===== config.mk =====
export PLATFORM = sky130hd
export DESIGN_NAME = i2c_target_regfile_flat
export DESIGN_NICKNAME = d
export VERILOG_FILES = /design/src/rtl/i2c_target_regfile_if.sv /design/src/rtl/i2c_target_regfile.sv /design/src/flat_wrapper.sv
export SDC_FILE = /design/constraint.sdc
export NUM_CORES = 1
export LEC_CHECK = 0
export BUFFER_PORTS_ARGS = -buffer_cell sky130_fd_sc_hd__buf_2
export CAP_MARGIN = 25
export CORE_UTILIZATION = 60
export CTS_BUF_LIST = sky130_fd_sc_hd__clkbuf_16
export CTS_CLUSTER_SIZE = 16
export DETAILED_ROUTE_END_ITERATION = 8
export PLACE_DENSITY = 0.77
export SETUP_SLACK_MARGIN = 0.1
export SYNTH_ARGS = -nofsm -noshare
export SYNTH_HDL_FRONTEND = slang
export SYNTH_SLANG_ARGS = --single-unit

===== constraint.sdc =====
create_clock -name clk -period 2.9 [get_ports clk]
set_clock_uncertainty 0.05 [all_clocks]
set_input_delay 0.58 -clock clk [delete_from_list [all_inputs] [get_ports clk]]
set_output_delay 0.58 -clock clk [all_outputs]
set_load 0.05 [all_outputs]

===== src/rtl/i2c_target_regfile_if.sv =====
// rtl/i2c_target_regfile_if.sv - I2C pins and local register port of i2c_target_regfile
interface i2c_target_regfile_if #(
  parameter int PW = 4
) ();
  logic          scl;
  logic          sda_in;
  logic          sda_oe;
  logic          host_we;
  logic [PW-1:0] host_addr;
  logic [7:0]    host_wdata;
  logic [7:0]    host_rdata;
  logic          wr_strobe;
  logic [PW-1:0] wr_addr;
  logic          busy;

  modport slave (
    input  scl, sda_in, host_we, host_addr, host_wdata,
    output sda_oe, host_rdata, wr_strobe, wr_addr, busy
  );

  modport master (
    output scl, sda_in, host_we, host_addr, host_wdata,
    input  sda_oe, host_rdata, wr_strobe, wr_addr, busy
  );
endinterface


===== src/rtl/i2c_target_regfile.sv =====
// rtl/i2c_target_regfile.sv - I2C target exposing NREG 8-bit registers with an auto-incrementing pointer
module i2c_target_regfile #(
  parameter logic [6:0] DEV_ADDR = 7'h27,
  parameter int         NREG     = 16,
  parameter int         SYNC     = 2
) (
  input  logic                clk,
  input  logic                rst,
  i2c_target_regfile_if.slave bus
);
  localparam int PW = $clog2(NREG);

  typedef enum logic [3:0] {
    IDLE, ADDR, ADDR_ACK, PTR, PTR_ACK, WDATA, WDATA_ACK, RDATA, RDATA_ACK, IGNORE
  } state_t;

  logic [SYNC-1:0] scl_sync_q, sda_sync_q;
  logic            scl_prev_q, sda_prev_q;
  logic            scl_s, sda_s, scl_rise, scl_fall, start_det, stop_det;

  state_t          state_q, state_d;
  logic [2:0]      bit_cnt_q, bit_cnt_d;
  logic [7:0]      shift_q, shift_d;
  logic [PW-1:0]   ptr_q, ptr_d;
  logic            rw_q, rw_d;
  logic            phase_q, phase_d;
  logic            sda_oe_q, sda_oe_d;
  logic            busy_q, busy_d;
  logic            wr_strobe_q, wr_strobe_d;
  logic [PW-1:0]   wr_addr_q, wr_addr_d;
  logic [7:0]      regs_q [NREG];

  logic [7:0]      byte_in;
  logic [7:0]      rd_byte;
  logic [PW-1:0]   ptr_inc;
  logic            host_ok;

  assign scl_s     = scl_sync_q[SYNC-1];
  assign sda_s     = sda_sync_q[SYNC-1];
  assign scl_rise  = scl_s & ~scl_prev_q;
  assign scl_fall  = ~scl_s & scl_prev_q;
  assign start_det = scl_s & scl_prev_q & sda_prev_q & ~sda_s;
  assign stop_det  = scl_s & scl_prev_q & ~sda_prev_q & sda_s;

  assign byte_in = {shift_q[6:0], sda_s};
  assign rd_byte = regs_q[ptr_q];
  assign ptr_inc = (ptr_q == PW'(NREG - 1)) ? '0 : ptr_q + 1'b1;
  assign host_ok = (32'(bus.host_addr) < NREG);

  always_ff @(posedge clk) begin
    if (rst) begin
      scl_sync_q  <= '1;
      sda_sync_q  <= '1;
      scl_prev_q  <= 1'b1;
      sda_prev_q  <= 1'b1;
      state_q     <= IDLE;
      bit_cnt_q   <= 3'd0;
      shift_q     <= 8'h00;
      ptr_q       <= '0;
      rw_q        <= 1'b0;
      phase_q     <= 1'b0;
      sda_oe_q    <= 1'b0;
      busy_q      <= 1'b0;
      wr_strobe_q <= 1'b0;
      wr_addr_q   <= '0;
    end else begin
      scl_sync_q  <= {scl_sync_q[SYNC-2:0], bus.scl};
      sda_sync_q  <= {sda_sync_q[SYNC-2:0], bus.sda_in};
      scl_prev_q  <= scl_s;
      sda_prev_q  <= sda_s;
      state_q     <= state_d;
      bit_cnt_q   <= bit_cnt_d;
      shift_q     <= shift_d;
      ptr_q       <= ptr_d;
      rw_q        <= rw_d;
      phase_q     <= phase_d;
      sda_oe_q    <= sda_oe_d;
      busy_q      <= busy_d;
      wr_strobe_q <= wr_strobe_d;
      wr_addr_q   <= wr_addr_d;
    end
  end

  // phase_q: in *_ACK states, set once the ACK is on the bus; in RDATA, a reload is pending
  always_comb begin
    state_d     = state_q;
    bit_cnt_d   = bit_cnt_q;
    shift_d     = shift_q;
    ptr_d       = ptr_q;
    rw_d        = rw_q;
    phase_d     = phase_q;
    sda_oe_d    = sda_oe_q;
    busy_d      = busy_q;
    wr_strobe_d = 1'b0;
    wr_addr_d   = wr_addr_q;
    if (start_det || stop_det) begin
      state_d   = start_det ? ADDR : IDLE;
      bit_cnt_d = 3'd0;
      phase_d   = 1'b0;
      sda_oe_d  = 1'b0;
      busy_d    = 1'b0;
    end else begin
      unique case (state_q)
        ADDR, PTR, WDATA: begin
          if (scl_rise) begin
            shift_d   = byte_in;
            bit_cnt_d = bit_cnt_q + 3'd1;
            if (bit_cnt_q == 3'd7) begin
              phase_d = 1'b0;
              if (state_q == ADDR) begin
                if (byte_in[7:1] == DEV_ADDR) begin
                  state_d = ADDR_ACK;
                  rw_d    = byte_in[0];
                  busy_d  = 1'b1;
                end else begin
                  state_d = IGNORE;
                end
              end else if (state_q == PTR) begin
                ptr_d   = PW'({24'd0, byte_in} % NREG);
                state_d = PTR_ACK;
              end else begin
                wr_strobe_d = 1'b1;
                wr_addr_d   = ptr_q;
                ptr_d       = ptr_inc;
                state_d     = WDATA_ACK;
              end
            end
          end
        end
        ADDR_ACK, PTR_ACK, WDATA_ACK: begin
          if (scl_fall) begin
            if (!phase_q) begin
              phase_d  = 1'b1;
              sda_oe_d = 1'b1;
            end else begin
              phase_d   = 1'b0;
              bit_cnt_d = 3'd0;
              sda_oe_d  = 1'b0;
              if (state_q == ADDR_ACK && rw_q) begin
                state_d  = RDATA;
                shift_d  = rd_byte;
                sda_oe_d = ~rd_byte[7];
              end else if (state_q == ADDR_ACK) begin
                state_d = PTR;
              end else begin
                state_d = WDATA;
              end
            end
          end
        end
        RDATA: begin
          if (scl_fall) begin
            if (phase_q) begin
              shift_d  = rd_byte;
              sda_oe_d = ~rd_byte[7];
              phase_d  = 1'b0;
            end else begin
              shift_d  = {shift_q[6:0], shift_q[7]};
              sda_oe_d = ~shift_q[6];
            end
          end
          if (scl_rise) begin
            bit_cnt_d = bit_cnt_q + 3'd1;
            if (bit_cnt_q == 3'd7) state_d = RDATA_ACK;
          end
        end
        RDATA_ACK: begin
          if (scl_fall && !phase_q) begin
            sda_oe_d = 1'b0;
            phase_d  = 1'b1;
          end else if (scl_rise && phase_q) begin
            if (sda_s) begin
              state_d = IGNORE;
              phase_d = 1'b0;
            end else begin
              ptr_d     = ptr_inc;
              state_d   = RDATA;
              bit_cnt_d = 3'd0;
            end
          end
        end
        default: sda_oe_d = 1'b0;
      endcase
    end
  end

  // The I2C write comes last so it wins a same-index collision with the host
  always_ff @(posedge clk) begin
    if (rst) begin
      for (int i = 0; i < NREG; i++) regs_q[i] <= 8'h00;
    end else begin
      if (bus.host_we && host_ok) regs_q[bus.host_addr] <= bus.host_wdata;
      if (wr_strobe_d) regs_q[wr_addr_d] <= byte_in;
    end
  end

  assign bus.sda_oe     = sda_oe_q;
  assign bus.busy       = busy_q;
  assign bus.wr_strobe  = wr_strobe_q;
  assign bus.wr_addr    = wr_addr_q;
  assign bus.host_rdata = host_ok ? regs_q[bus.host_addr] : 8'h00;
endmodule


===== src/flat_wrapper.sv =====
// flat-port wrapper written by rule: the top's interface ports become plain ports
module i2c_target_regfile_flat 
#(
  parameter logic [6:0] DEV_ADDR = 7'h27,
  parameter int         NREG     = 16,
  parameter int         SYNC     = 2
)
  (clk, rst, bus_scl, bus_sda_in, bus_host_we, bus_host_addr, bus_host_wdata, bus_sda_oe, bus_host_rdata, bus_wr_strobe, bus_wr_addr, bus_busy);
  i2c_target_regfile_if #(.PW((4))) bus_i ();
  input  logic clk;
  input  logic rst;
  input wire logic [$bits(bus_i.scl)-1:0] bus_scl;
  input wire logic [$bits(bus_i.sda_in)-1:0] bus_sda_in;
  input wire logic [$bits(bus_i.host_we)-1:0] bus_host_we;
  input wire logic [$bits(bus_i.host_addr)-1:0] bus_host_addr;
  input wire logic [$bits(bus_i.host_wdata)-1:0] bus_host_wdata;
  output wire logic [$bits(bus_i.sda_oe)-1:0] bus_sda_oe;
  output wire logic [$bits(bus_i.host_rdata)-1:0] bus_host_rdata;
  output wire logic [$bits(bus_i.wr_strobe)-1:0] bus_wr_strobe;
  output wire logic [$bits(bus_i.wr_addr)-1:0] bus_wr_addr;
  output wire logic [$bits(bus_i.busy)-1:0] bus_busy;
  assign bus_i.scl = bus_scl;
  assign bus_i.sda_in = bus_sda_in;
  assign bus_i.host_we = bus_host_we;
  assign bus_i.host_addr = bus_host_addr;
  assign bus_i.host_wdata = bus_host_wdata;
  assign bus_sda_oe = bus_i.sda_oe;
  assign bus_host_rdata = bus_i.host_rdata;
  assign bus_wr_strobe = bus_i.wr_strobe;
  assign bus_wr_addr = bus_i.wr_addr;
  assign bus_busy = bus_i.busy;
  i2c_target_regfile #(.DEV_ADDR(DEV_ADDR), .NREG(NREG), .SYNC(SYNC)) u_core (.clk(clk), .rst(rst), .bus(bus_i));
endmodule

==> impl_metrics.tcl, run 1 <==
set metrics [dict create \
    cts_tree "done" \
    place.detailed.instances 1099 \
    whs_path_depth 2 \
    yosysTopAreaCell "edfxtp_1" \
    cts.clk_slew.worst_paths_ns 0.07 \
    max-vdd-ir-drop_v 0.000525 \
    die_w_um 131 \
    slew_violations 0 \
    cellPowerDensity_nw_per_um2 515 \
    root_buffer "clkbuf_16" \
    grt_max_degree 40 \
    core_um2 16000 \
    drive_gt1_share_pct 24.7 \
    r2r_cells 4 \
    setup_viol 0 \
    avgRoutedWirePerCell_um 27.5 \
    synth_ff_type "edfxtp_1" \
    crit_family "multiplexers" \
    mostFrequentLayoutCell "nand3_1" \
    dr.pass1.iters 6 \
    overflow 0 \
    grt_setup_unrepaired "yes" \
    r2r-start "u_core.state_q[2]" \
    grt_pass1_wl_mm 47.0 \
    required_ns 2.27 \
    cp-end-kind "output port" \
    port_buffers 31 \
    slew_headroom_pct 46.2 \
    placementRows 46 \
    drc 0 \
    antenna_found_initial 0 \
    leakage_nw 3.54 \
    min_period_over_period_pct 96.8 \
    postSynthAreaPerCell_um2 11.0 \
    synth-edff-count 128 \
    synthArstFlopShare_pct 0 \
    slowest_delay_ns 0.53 \
    vias 8390 \
    ys_types 71 \
    die_h_um 131 \
    worst-path-buf-inv 3 \
    synth_fa_ha_area_share_pct 0.378 \
    areaGrowthSynthToFinish_pct 10.5 \
    synthMuxAreaShare_pct 18.2 \
    min_to "u_core.scl_sync_q[0]" \
    yosysTopAreaCellShare_pct 38.7 \
    tightestPinTransition_ns 0.805 \
    postSynthCellCount 900 \
    synth_xor_xnor_area_share_pct 0.176 \
    r2r_slack_ns 0.22 \
    fillCellCount 1203 \
    synth_simple_gate_area_share_pct 16.9 \
    die-area_um2 17100 \
    io_pins 32 \
    crit_arrival_ns 2.18 \
    cp_slowest_cell "mux4_2" \
    outcome "finished clean" \
    ant_nets 0 \
    grt_pass1_vias 7782 \
    setup.worst_path.start_class "input pin" \
    cts_buffers 17 \
    synth_compound_area_share_pct 12.8 \
    clk_path_buf_depth 2 \
    min_path_type "input pin to flop" \
    final_core_util_pct 68.6 \
    regToRegEndpoint "u_core.regs_q[6][4]" \
    drt-total-wl_mm 31.2 \
    num_antenna_cells 0 \
    final_cells 1134 \
    yosys_warnings 0 \
    cts_sinks 166 \
    cts_hold_buf 0 \
    initial_core_util_pct 62.0 \
    min_period_ns 2.81 \
    min_from "bus_scl" \
    viasPerCell 7.40 \
    critPathKind "input pin to output port" \
    gp_congestion 1.01 \
    synth_top_family_by_area "multiplexers" \
    yosysSeqAreaShare_pct 46.4 \
    setup-tns-final_ns 0 \
    ys_seq_elements 166 \
    max_freq_mhz 356 \
    hpwl_mm 22.2 \
    synth_nets 920 \
    insertion_delay_ns 0.44 \
    path_cells "buf_4 > buf_12 > mux4_2 > mux4_2 > buf_4" \
    grtUsageTotal_pct 38.8 \
    final-hold-violation-count 0 \
    syn_area_um2 9930 \
    maxCapViolCount 0 \
    cp_max_fo 9 \
    layout_common_cells "nand3_1, edfxtp_1, o21ai_0" \
    htreeDepth 4 \
    drtIter0Drc 1533 \
    fin_nets 925 \
    synth_area_leaders "edfxtp_1, mux4_2, dfxtp_1, nand3_1, o21ai_0" \
]
-- cell families (layout without fill, tap and decap cells) --
family                     count (synthesis)  count (layout)
and+or+nand+nor                          320             320
AOI/OAI and AO/OA                        210             210
buffers and inverters                    107             125
DFF                                      166             166
xor gates and xnor gates                   2               2
muxes                                     92              92
adders and majority gates                  3               3
-- sequential cells by signal (all words and copies together) (netlist names), named ones only --
register	count
u_core.regs_q	128
u_core.shift_q	8
u_core.bus.wr_addr	4
u_core.ptr_q	4
u_core.state_q	4
u_core.bit_cnt_q	3
u_core.scl_sync_q	2
u_core.sda_sync_q	2
u_core.bus.busy	1
u_core.bus.sda_oe	1
u_core.bus.wr_strobe	1
u_core.phase_q	1
u_core.rw_q	1
u_core.scl_prev_q	1
u_core.sda_prev_q	1
-- routing by layer --
layer | global-route usage [%] | wire (um)
met1 | 52.3 | 10800
met2 | 56.1 | 13500
met3 | 10.7 | 4960
met4 | 23.9 | 2020
met5 | 0 | 0
-- power breakdown --
part           switching [W]  internal, W
clock network        0.00105      0.00122
registers           0.000108      0.00268
logic               0.000363     0.000233
-- cell usage after synthesis (3+ instances only) --
library cell and instances:
mux2i_1 13, clkbuf_1 44, a21oi_1 20, a31o_2 3
mux2_2 9, or3_1 10, nand2b_1 9, o21ai_2 8
mux4_2 70, and3_1 6, buf_1 10, o2111ai_1 3
nand3b_1 3, a221oi_1 8, dfxtp_1 38, o21ai_0 111
nor2_1 50, ha_1 3, a31oi_1 3, nand2_1 44
nor2b_1 11, o211ai_1 6, nand3_2 5, buf_6 5
nand4_1 9, a211oi_1 7, nor3_1 8, nand3_1 134
edfxtp_1 128, inv_1 13, o21ai_1 17, or2_2 7
nor3_2 3, buf_4 6, nor3b_1 4, buf_2 28
-- worst max path at each step --
| stage | start | endpoint | slack, ns | cells after the start |
|---|---|---|---|---|
| finish | bus_host_addr[0] | bus_host_rdata[0] | 0.09 | 5 |
| CTS | bus_host_addr[0] | bus_host_rdata[0] | 0.08 | 5 |
| detailed placement | bus_host_addr[0] | bus_host_rdata[0] | 0.07 | 5 |
| global placement | bus_host_addr[0] | bus_host_rdata[0] | 0.08 | 5 |
| floorplan | bus_host_addr[0] | bus_host_rdata[7] | 0.18 | 4 |
| global route | bus_host_addr[0] | bus_host_rdata[0] | 0.06 | 5 |
-- layout make-up --
class | instances | area (um^2) | area share (%)
Inverter | 13 | 48.8 | 0.445
Multi-Input combinational cell | 627 | 4820 | 44.0
Tap cell | 216 | 270 | 2.46
Clock inverter | 15 | 160 | 1.46
Timing Repair Buffer | 80 | 638 | 5.82
Sequential cell | 166 | 4610 | 42.0
Clock buffer | 17 | 425 | 3.88
-- metrics by stage --
step           setup slack, ns  hold slack (ns)  instance area (um^2)  total power [W]
2_1_floorplan            0.179            0.339                  9930          0.00318
3_3_place_gp            0.0799            0.345                 10300          0.00338
3_5_place_dp            0.0662            0.355                 10300          0.00339
4_1_cts                 0.0788            0.277                 10900          0.00561
5_1_grt                 0.0638            0.271                 11000          0.00577
6_report                0.0919            0.281                 11000          0.00566
-- timing repair --
action,CTS,global route
cloned,0,2
buffers inserted,0,1
setup endpoints to repair,2,15
gates resized for setup,2,12
Power figures use the tool's default switching activity.
==> run 2, diff against run 1 <==
==> constraint.sdc (replaced) <==
create_clock -name clk -period 2.7 [get_ports clk]
set_clock_uncertainty 0.05 [all_clocks]
set_input_delay 0.54 -clock clk [delete_from_list [all_inputs] [get_ports clk]]
set_output_delay 0.54 -clock clk [all_outputs]
set_load 0.05 [all_outputs]
==> run 2 against run 1 <==
Design area up 3.1%. Highest routed layer unchanged. Clock power rose by 6%. The flow now finishes with violations (negative setup slack). Count of clock-buffer cells in the layout grew 2. Sequential cell count did not move. Global-route usage grew 3.3 points. Sequential share of layout area fell by 1.3 points. Via count up 3.6%. Register-to-register slack about the same. Largest power group unchanged. Combinational power grew 21%. Critical path depth down 2. Setup slack lost 0.13 ns.
==> impl_metrics.tcl, run 2 (synthesized netlist as in run 1, its figures left out) <==
set metrics [dict create \
    io_pins 32 \
    fillCellCount 1142 \
    root_buffer "clkbuf_16" \
    violations "negative setup slack" \
    worst-path-buf-inv 1 \
    regToRegEndpoint "u_core.regs_q[2][3]" \
    dpl-instance-area_um2 10500 \
    vias 8693 \
    hpwl_mm 23.6 \
    drive_gt1_share_pct 27.6 \
    grtUsageTotal_pct 42.1 \
    min_path_type "input pin to flop" \
    worst-path-stages 3 \
    setup-tns-final_ns -0.0753 \
    largest_register_ffs 128 \
    insertion_delay_ns 0.44 \
    min_period_over_period_pct 101 \
    htreeDepth 4 \
    drc 0 \
    cts_tree "done" \
    r2r_slack_ns 0.21 \
    cts_hold_buf 0 \
    final_core_util_pct 70.7 \
    fin_ws_ns -0.0341 \
    cp_slowest_cell "edfxtp_1" \
    grt_setup_unrepaired "yes" \
    endpoint "bus_host_rdata[3]" \
    ant_nets 0 \
    max-vdd-ir-drop_v 0.000492 \
    overflow 0 \
    min_period_ns 2.73 \
    dp_slack_ns -0.0357 \
    mostFrequentLayoutCell "nand3_1" \
    critPathKind "flop to output port" \
    antenna_found_initial 0 \
    dr.pass1.iters 6 \
    fin_nets 950 \
    viasPerCell 7.49 \
    setup_viol 4 \
    port_buffers 31 \
    r2r-start "u_core.bit_cnt_q[0]" \
    tightestPinTransition_ns 0.961 \
    cp_max_fo 2 \
    core_um2 16000 \
    outcome "complete, but fails checks" \
    postLayoutCellArea_um2 11300 \
    slew_headroom_pct 35.8 \
    die-area_um2 17100 \
    setup.worst_path.start_class "flop" \
    crit_family "multiplexers" \
    reg.largest.list "u_core.regs_q x128, u_core.shift_q x8" \
    leakage_nw 3.72 \
    slowest_delay_ns 0.52 \
    layout_common_cells "nand3_1, edfxtp_1, o21ai_0" \
    drt-total-wl_mm 34.4 \
    final-hold-violation-count 0 \
    grt_max_degree 40 \
    clk_path_buf_depth 2 \
    drtIter0Drc 1617 \
    required_ns 2.11 \
    crit_path_start "u_core.regs_q[10][3]" \
    power.total_w 0.00615 \
    die_w_um 131 \
    gp_congestion 1.05 \
    cp-end-kind "output port" \
    placementRows 46 \
    cts.clk_slew.worst_paths_ns 0.07 \
    crit_top_cell "mux4_2" \
    max_freq_mhz 366 \
    die_h_um 131 \
    grt_pass1_wl_mm 49.9 \
    largest_register "u_core.regs_q" \
    slew_violations 0 \
    cellPowerDensity_nw_per_um2 543 \
    areaGrowthSynthToFinish_pct 14.0 \
    path_cells "mux4_2 > mux4_2 > buf_8" \
    crit_arrival_ns 2.14 \
    cts_buffers 17 \
    grt_pass1_vias 8134 \
    maxCapViolCount 0 \
    avgRoutedWirePerCell_um 29.6 \
    r2r_cells 8 \
    initial_core_util_pct 62.0 \
    cts_sinks 166 \
]
-- run 2: per-stage QoR --
| stage | cells | hold slack [ns] |
|---|---|---|
| floorplan | 900 | 0.339 |
| global placement | 1122 | 0.345 |
| detailed placement | 1122 | 0.343 |
| CTS | 1156 | 0.234 |
| global route | 1159 | 0.241 |
| finish | 1160 | 0.240 |
-- run 2: power by group --
group          switching (W)  internal [W]  leakage, nW
clock network        0.00104       0.00137        0.298
registers           0.000135       0.00288         1.53
logic               0.000426      0.000297         1.89
-- run 2: per-layer routing --
| metal | track usage [%] | wire (um) | vias to the layer above |
|---|---|---|---|
| met4 | 26.4 | 2410 | 0 |
| met5 | 0.294 | 0 | - |
| met2 | 58.3 | 14400 | 763 |
| li1 | - | - | 3547 |
| met1 | 54.3 | 12100 | 4174 |
| met3 | 18.0 | 5430 | 209 |
-- run 2: worst min-delay path by stage --
stage,startpoint,end,slack (ns),cells after the start
6_report,bus_sda_in,u_core.sda_sync_q[0],0.24,2
5_1_grt,bus_sda_in,u_core.sda_sync_q[0],0.24,2
4_1_cts,bus_sda_in,u_core.sda_sync_q[0],0.23,2
3_5_place_dp,u_core.sda_sync_q[0],u_core.sda_sync_q[1],0.34,1
3_3_place_gp,u_core.sda_sync_q[0],u_core.sda_sync_q[1],0.34,1
2_1_floorplan,u_core.scl_sync_q[0],u_core.scl_sync_q[1],0.34,1
-- run 2: final cells by class --
class                           instances  area, um^2  area share (%)
Multi-Input combinational cell        627        4890            43.2
Antenna cell                            1        2.50          0.0221
Clock inverter                         13         103           0.907
Timing Repair Buffer                  105         918            8.11
Sequential cell                       166        4610            40.7
Tap cell                              216         270            2.39
Clock buffer                           19         475            4.20
Inverter                               13        48.8           0.431
-- run 2: what timing repair did --
item,CTS,global route
gates cloned,2,0
buffers inserted,0,3
gates resized for setup,23,16
hold endpoints to repair,0,0
setup endpoints to repair,19,102
-- run 2: worst register-to-register path, delay by kind of cell (launching register included) --
kind / cells / cell delay (ns)
compound gates: 2 / 0.30
fa+ha+maj: 2 / 0.35
buf+inv: 1 / 0.24
flops: 1 / 0.37
simple gates: 3 / 0.88
